File: src/rtl/tdm_slot_rx.sv
// -----------------------------------------------------------------------------
// tdm_slot_rx
//   Multi-channel TDM PCM slot receiver. The slow slot clock is oversampled in
//   the clk domain. Each falling edge of s_clk captures one slot word. A
//   two-state machine (HUNT/LOCKED) aligns to frame sync and numbers the slots.
//   Words from enabled channels are tagged {slot, word} and queued in a
//   first-word fall-through FIFO that has a valid/ready output.
//
// Ports
//   clk, reset        system clock, asynchronous active-low reset
//   s_clk/s_fs/s_data slot clock, frame sync, slot word (asynchronous to clk)
//   ch_en             per-slot capture enable (bit k enables slot k)
//   clr_status        synchronous clear of the sticky overflow flag
//   o_valid/o_ready   FIFO head handshake; o_ch/o_data hold the head entry
//   fifo_level        number of occupied FIFO entries (0..FIFO_DEPTH)
//   locked            frame alignment currently held
//   frame_err         one-cycle pulse on a misplaced or missing frame sync
//   overflow          sticky; a word was dropped because the FIFO was full
// -----------------------------------------------------------------------------
module tdm_slot_rx #(
  parameter  int NUM_CH     = 8,
  parameter  int SAMPLE_W   = 8,
  parameter  int FIFO_DEPTH = 4,
  localparam int CH_W       = $clog2(NUM_CH),
  localparam int AW         = $clog2(FIFO_DEPTH)
) (
  input  logic                clk,
  input  logic                reset,
  input  logic                s_clk,
  input  logic                s_fs,
  input  logic [SAMPLE_W-1:0] s_data,
  input  logic [NUM_CH-1:0]   ch_en,
  input  logic                clr_status,
  output logic                o_valid,
  input  logic                o_ready,
  output logic [CH_W-1:0]     o_ch,
  output logic [SAMPLE_W-1:0] o_data,
  output logic [AW:0]         fifo_level,
  output logic                locked,
  output logic                frame_err,
  output logic                overflow
);

  localparam int                LVL_W     = AW + 1;
  localparam int                EW        = CH_W + SAMPLE_W;
  localparam logic [CH_W-1:0]   LAST_SLOT = CH_W'(NUM_CH - 1);
  localparam logic [LVL_W-1:0]  DEPTH_LVL = LVL_W'(FIFO_DEPTH);

  typedef enum logic [0:0] {ST_HUNT = 1'b0, ST_LOCKED = 1'b1} state_e;

  logic                sclk_s1_q, sclk_s2_q, sclk_hist_q;
  logic                fs_s1_q, fs_s2_q;
  logic [SAMPLE_W-1:0] data_s1_q, data_s2_q;
  logic                strobe_s;

  state_e              state_q, state_d;
  logic [CH_W-1:0]     slot_q, slot_d, slot_inc_s;
  logic                accept_s, ferr_s, push_s;
  logic [EW-1:0]       entry_s;

  logic [EW-1:0]       mem_q [FIFO_DEPTH];
  logic [AW-1:0]       wr_ptr_q, wr_ptr_d, rd_ptr_q, rd_ptr_d;
  logic [LVL_W-1:0]    count_q, count_d;
  logic                full_s, pop_s, wr_en_s, drop_s;
  logic                overflow_q, overflow_d, frame_err_q;

  // Two-flop synchronisers for the slot inputs, plus an s_clk history flop for edge detection.
  always_ff @(posedge clk or negedge reset) begin
    if (!reset) begin
      sclk_s1_q   <= 1'b0;
      sclk_s2_q   <= 1'b0;
      sclk_hist_q <= 1'b0;
      fs_s1_q     <= 1'b0;
      fs_s2_q     <= 1'b0;
      data_s1_q   <= {SAMPLE_W{1'b0}};
      data_s2_q   <= {SAMPLE_W{1'b0}};
    end else begin
      sclk_s1_q   <= s_clk;
      sclk_s2_q   <= sclk_s1_q;
      sclk_hist_q <= sclk_s2_q;
      fs_s1_q     <= s_fs;
      fs_s2_q     <= fs_s1_q;
      data_s1_q   <= s_data;
      data_s2_q   <= data_s1_q;
    end
  end

  // The falling edge of synchronised s_clk is the capture point. Words are launched on the rise.
  assign strobe_s   = ~sclk_s2_q & sclk_hist_q;
  assign slot_inc_s = (slot_q == LAST_SLOT) ? {CH_W{1'b0}} : slot_q + CH_W'(1);

  // Frame state and slot counter register.
  always_ff @(posedge clk or negedge reset) begin
    if (!reset) begin
      state_q <= ST_HUNT;
      slot_q  <= {CH_W{1'b0}};
    end else begin
      state_q <= state_d;
      slot_q  <= slot_d;
    end
  end

  // Next-state logic. The state only moves on a capture strobe.
  always_comb begin
    state_d  = state_q;
    slot_d   = slot_q;
    accept_s = 1'b0;
    ferr_s   = 1'b0;
    if (strobe_s) begin
      case (state_q)
        ST_HUNT: begin
          if (fs_s2_q) begin
            state_d  = ST_LOCKED;
            slot_d   = {CH_W{1'b0}};
            accept_s = 1'b1;
          end else begin
            state_d  = ST_HUNT;
          end
        end
        ST_LOCKED: begin
          if (fs_s2_q && (slot_inc_s != {CH_W{1'b0}})) begin
            // Sync arrived early: realign so that this word becomes slot 0.
            ferr_s   = 1'b1;
            slot_d   = {CH_W{1'b0}};
            accept_s = 1'b1;
          end else if (!fs_s2_q && (slot_inc_s == {CH_W{1'b0}})) begin
            // Sync missing where slot 0 was due: drop the alignment and the word.
            ferr_s   = 1'b1;
            state_d  = ST_HUNT;
            slot_d   = {CH_W{1'b0}};
          end else begin
            slot_d   = slot_inc_s;
            accept_s = 1'b1;
          end
        end
        default: begin
          state_d = ST_HUNT;
          slot_d  = {CH_W{1'b0}};
        end
      endcase
    end else begin
      state_d = state_q;
    end
  end

  // Output decode for the FSM: push request and the tagged entry.
  always_comb begin
    push_s  = 1'b0;
    entry_s = {slot_d, data_s2_q};
    if (accept_s) begin
      push_s = ch_en[slot_d];
    end else begin
      push_s = 1'b0;
    end
  end

  // FIFO control. A pop frees room for a simultaneous push when the FIFO is full.
  always_comb begin
    full_s     = (count_q == DEPTH_LVL);
    pop_s      = (count_q != {LVL_W{1'b0}}) && o_ready;
    wr_en_s    = push_s && (!full_s || pop_s);
    drop_s     = push_s && full_s && !pop_s;
    wr_ptr_d   = wr_ptr_q;
    rd_ptr_d   = rd_ptr_q;
    count_d    = count_q;
    overflow_d = overflow_q;
    if (wr_en_s) begin
      wr_ptr_d = wr_ptr_q + AW'(1);
    end else begin
      wr_ptr_d = wr_ptr_q;
    end
    if (pop_s) begin
      rd_ptr_d = rd_ptr_q + AW'(1);
    end else begin
      rd_ptr_d = rd_ptr_q;
    end
    case ({wr_en_s, pop_s})
      2'b10:   count_d = count_q + LVL_W'(1);
      2'b01:   count_d = count_q - LVL_W'(1);
      default: count_d = count_q;
    endcase
    // A drop in the same cycle as a clear leaves overflow set.
    if (drop_s) begin
      overflow_d = 1'b1;
    end else if (clr_status) begin
      overflow_d = 1'b0;
    end else begin
      overflow_d = overflow_q;
    end
  end

  // FIFO storage, pointers, level and status flags.
  always_ff @(posedge clk or negedge reset) begin
    if (!reset) begin
      for (int i = 0; i < FIFO_DEPTH; i++) begin
        mem_q[i] <= {EW{1'b0}};
      end
      wr_ptr_q    <= {AW{1'b0}};
      rd_ptr_q    <= {AW{1'b0}};
      count_q     <= {LVL_W{1'b0}};
      overflow_q  <= 1'b0;
      frame_err_q <= 1'b0;
    end else begin
      if (wr_en_s) begin
        mem_q[wr_ptr_q] <= entry_s;
      end
      wr_ptr_q    <= wr_ptr_d;
      rd_ptr_q    <= rd_ptr_d;
      count_q     <= count_d;
      overflow_q  <= overflow_d;
      frame_err_q <= ferr_s;
    end
  end

  assign o_valid          = (count_q != {LVL_W{1'b0}});
  assign {o_ch, o_data}   = mem_q[rd_ptr_q];
  assign fifo_level       = count_q;
  assign locked           = (state_q == ST_LOCKED);
  assign frame_err        = frame_err_q;
  assign overflow         = overflow_q;

endmodule

File: config.mk
export PLATFORM = sky130hd
export DESIGN_NAME = tdm_slot_rx
export DESIGN_NICKNAME = d
export VERILOG_FILES = /design/src/rtl/tdm_slot_rx.sv
export SDC_FILE = /design/constraint.sdc
export NUM_CORES = 1
export LEC_CHECK = 0
export CAP_MARGIN = 10
export CORE_ASPECT_RATIO = 1.4
export CORE_MARGIN = 2
export CORE_UTILIZATION = 50
export DETAILED_ROUTE_END_ITERATION = 8
export PLACE_DENSITY = 0.72
export SYNTH_ARGS = -nofsm -noshare
export SYNTH_HDL_FRONTEND = slang
export SYNTH_SLANG_ARGS = --single-unit
File: constraint.sdc
create_clock -name clk -period 4.9 [get_ports clk]
set_input_delay 0.735 -clock clk [delete_from_list [all_inputs] [get_ports clk]]
set_output_delay 0.735 -clock clk [all_outputs]
set_load 0.02 [all_outputs]
==> metrics.log <==
INFO  metric ys_seq_elements = 78
INFO  metric sequential_standard_cell_area = between 1500 and 2000 um^2
INFO  metric cts_inserted_buffers = 9
INFO  metric run_status = completed
INFO  metric cts-root-to-sink-buffers = 2
INFO  metric timing.reg2reg.setup_slack = 1320 ps
INFO  metric switching_share = slightly above 30%
INFO  metric timing.hold.worst.start = data_s1_q[0]
INFO  metric routabilityCongestion = approximately 0.83
INFO  metric crit_type = register to register
INFO  metric critical_path.slowest_cell = sky130_fd_sc_hd__dfrtp_1
INFO  metric max_freq = about 0.28 GHz
INFO  metric grtUsageMet2 = between 20 and 30%
INFO  metric initial_antenna_violation_count = 0
INFO  metric reg2reg_to = fifo_level[2]
INFO  metric yosysSeqAreaShare = between 50% and 60%
INFO  metric worstSetupPathDepth = 16
INFO  metric nFillCells = 555
INFO  metric drt_iter0_markers = 97
INFO  metric drtAntennaViolNets = 0
INFO  metric layout-drive-gt1-share = between 30% and 40%
INFO  metric worst_pin_slew = 949 ps
INFO  metric share_seq_of_total_power = a little over two fifths
INFO  metric setup_viol = 0
INFO  metric route.vias.total = 1,901
INFO  metric total_switching_power = ~720 uW
INFO  metric timing.critical_path.cells = ha_1 -> ha_1 -> ha_1 -> nand2b_1 -> nor3_2 -> a22o_2 -> nor2_1 -> a32o_1 -> a31o_2 -> inv_1 -> ha_1 -> inv_1 -> fa_1 -> xor2_1 -> nor2_1 -> xor2_1
INFO  metric share_clk_of_total_power = 21.6%
INFO  metric post-synth-top-count-cell = sky130_fd_sc_hd__dfrtp_1
INFO  metric critical_path.endpoint_type = register
INFO  metric yosys_most_used_dff = sky130_fd_sc_hd__dfrtp_1
INFO  metric r2r_cells = 16
INFO  metric synth_area_per_cell = 16.1 um^2
INFO  metric synth_enable_flop_cells = 0
INFO  metric vdd.ir_drop.worst = approximately 0.26 mV
INFO  metric finalHoldWorstSlack = 352 ps
INFO  metric clkSlewWorstSetupHoldPaths = 80 ps
INFO  metric worst_hold_path_type = register to register
INFO  metric multi_input_comb_area = between 1500 and 2000 um^2
INFO  metric numClockSinks = about 80
INFO  metric headroom_to_the_max_slew_limit = 36.7%
INFO  metric worst_hold_path.num_cells = 0
INFO  metric ys_warn_count = 0
INFO  metric clk-insertion-delay-late = between 300 and 400 ps
INFO  metric globalRouteOverflowTotal = 0
INFO  metric n_antenna_cell = 0
INFO  metric required = ~5200 ps
INFO  metric rows = 36
INFO  metric grt_first_pass_wirelength = between 10,000 and 15,000 um
INFO  metric pwr-share-comb = between 30 and 40%
INFO  metric grt_use_met3 = ~5.3%
INFO  metric critPathMaxFanout = 14
INFO  metric total_power = approximately 2.4 mW
INFO  metric post-cts-setup-buffer-count = 0
INFO  metric regToRegStartpoint = slot_q[0]
INFO  metric design.die.area = 7840 um^2
INFO  metric rsz0062_at_grt = no
INFO  metric post_synth_instance_area = around 3600 um^2
INFO  metric groute.layer.met1.usage = about a quarter
INFO  metric worstPathArrival = about 3900 ps
INFO  metric standard_cell_core_area = between 6000 and 7000 um^2
INFO  metric dp.cells = approximately 350
INFO  metric tritoncts = built
INFO  metric flow.area_growth_from_synthesis = 19.8%
INFO  metric fp.dieW = ~75 um
INFO  metric synthDominantAreaCellType = sky130_fd_sc_hd__dfrtp_1
INFO  metric detail_route.vias_per_cell = a little over 5
INFO  metric critical-path-top-cell-by-count = sky130_fd_sc_hd__ha_1
INFO  metric timing.final.crit_period = 3580 ps
INFO  metric final-instance-count-excl-fill = between 300 and 400
INFO  metric yosysUniqueCellTypes = 45
INFO  metric synthCells = roughly 220
INFO  metric min_period_over_period = about three quarters
INFO  metric layout.cell_area.non_filler = roughly 4300 um^2
INFO  metric groute.usage.overall = between 10% and 20%
INFO  metric timing.setup.tns = 0 ps
INFO  metric avgRoutedWirePerCell = between 15 and 20 um
INFO  metric placed_cell_area = between 4000 and 5000 um^2
INFO  metric fin_nets = 300
INFO  metric min_delay_worst_endpoint = data_s2_q[0]
INFO  metric power_density_cells = roughly 550 nW/um^2
INFO  metric floorplan.initialDensity = slightly above 50%
INFO  metric io_pins = 40
INFO  metric synth_top_area_share = a little over half
INFO  metric clock_tree.htree_level_count = 3
INFO  metric cp_num_buf_inv = 2
INFO  metric drv_cap = 0
INFO  metric syn_nets = roughly 250
INFO  metric dp.final_hpwl = between 4000 and 5000 um
INFO  metric drv_slew = 0
INFO  metric grt_max_degree = 79
INFO  metric async_reset_ff_share = 100%
INFO  metric cp_top_family = adder cells
INFO  metric grt_pass1_vias = 2,105
INFO  metric drc = 0
INFO  metric place.port_buffers = 39
INFO  metric fin_worst_skew = roughly 10 ps
INFO  metric die_height = 104 um
INFO  metric final_hold_viol_count = 0
INFO  metric intPower = roughly 1.6 mW
INFO  metric total_leakage_power = roughly 1.9 nW
INFO  metric crit_path_max_incr_delay = 430 ps
INFO  metric cts_hold_buf = 0
INFO  metric synth.cells.most_frequent = sky130_fd_sc_hd__dfrtp_1 (78), sky130_fd_sc_hd__mux2_4 (42), sky130_fd_sc_hd__mux4_2 (11), sky130_fd_sc_hd__inv_1 (10), sky130_fd_sc_hd__ha_1 (9)
INFO  metric cts_repair_resize_count = 0
INFO  metric post_synth_main_area_contributors = sky130_fd_sc_hd__dfrtp_1 (55%), sky130_fd_sc_hd__mux2_4 (18%), sky130_fd_sc_hd__mux4_2 (6.9%), sky130_fd_sc_hd__ha_1 (3.2%), sky130_fd_sc_hd__a21oi_4 (1.8%)
INFO  metric clk_root_buffer_cell = sky130_fd_sc_hd__clkbuf_8
INFO  metric critical_path.startpoint_type = register
INFO  metric grt_most_used_layer = met2
INFO  metric route.final.wire_length = 6050 um
INFO  metric detailedRoute.firstPassIterationCount = 4
==> layout by cell type (no fill, tap or decap), drive strengths merged, types with 4 or more instances in the layout <==
cell,netlist,layout
clkdlybuf4s50,0,38
ha,9,9
clkinv,1,5
mux4,11,11
mux2,43,43
a21oi,5,5
nand2,7,7
clkbuf,0,9
nor2,9,9
o22a,4,4
inv,11,11
dfrtp,78,78
==> power groups by stage <==
stage          Sequential, mW  Combinational [mW]  Clock (mW)
2_1_floorplan           0.943               0.627           0
3_3_place_gp             1.00               0.841           0
3_5_place_dp             1.01               0.855           0
4_1_cts                  1.00               0.860       0.527
5_1_grt                  1.03               0.918       0.558
6_report                0.998               0.848       0.510
==> worst max-delay path by stage <==
stage | start | end
2_1_floorplan | slot_q[0] | fifo_level[2]
3_3_place_gp | slot_q[0] | fifo_level[2]
3_5_place_dp | slot_q[0] | fifo_level[2]
4_1_cts | slot_q[0] | fifo_level[2]
5_1_grt | slot_q[0] | fifo_level[2]
6_report | slot_q[0] | fifo_level[2]
==> sequential cells by signal (all words and copies together) (netlist names), 2 cells and up <==
signal      cells
mem_q          44
data_s1_q       8
data_s2_q       8
fifo_level      3
slot_q          3
rd_ptr_q        2
wr_ptr_q        2
==> stage by stage <==
step	setup slack, ps	utilization (%)
finish	1320	61.6
global placement	1450	58.5
global route	979	61.6
CTS	1300	61.6
floorplan	1490	-
detailed placement	1320	58.5
==> metal layers <==
layer	vias to the layer above	wire length [um]
met3	10	214
met4	0	86
met1	969	2630
li1	885	-
met2	37	3120
met5	-	0
==> final cells by class <==
cell class | count | area share, %
well taps | 95 | 2.78
multi-input cells | 128 | 36.3
flip-flops and latches | 78 | 45.7
clock inverters | 6 | 2.05
inverters | 12 | 1.17
repair buffers | 39 | 9.08
clock buffers | 9 | 2.90
==> cell families after synthesis <==
family | count (synthesis) | synth area share, %
muxes | 55 | 25.2
and+or+nand+nor | 33 | 5.79
DFF | 78 | 54.7
buffers and inverters | 15 | 1.75
adders and majority gates | 10 | 3.72
xor gates and xnor gates | 6 | 1.47
AOI/OAI and AO/OA | 24 | 7.33
No activity file was read; power rests on OpenSTA's default activity.
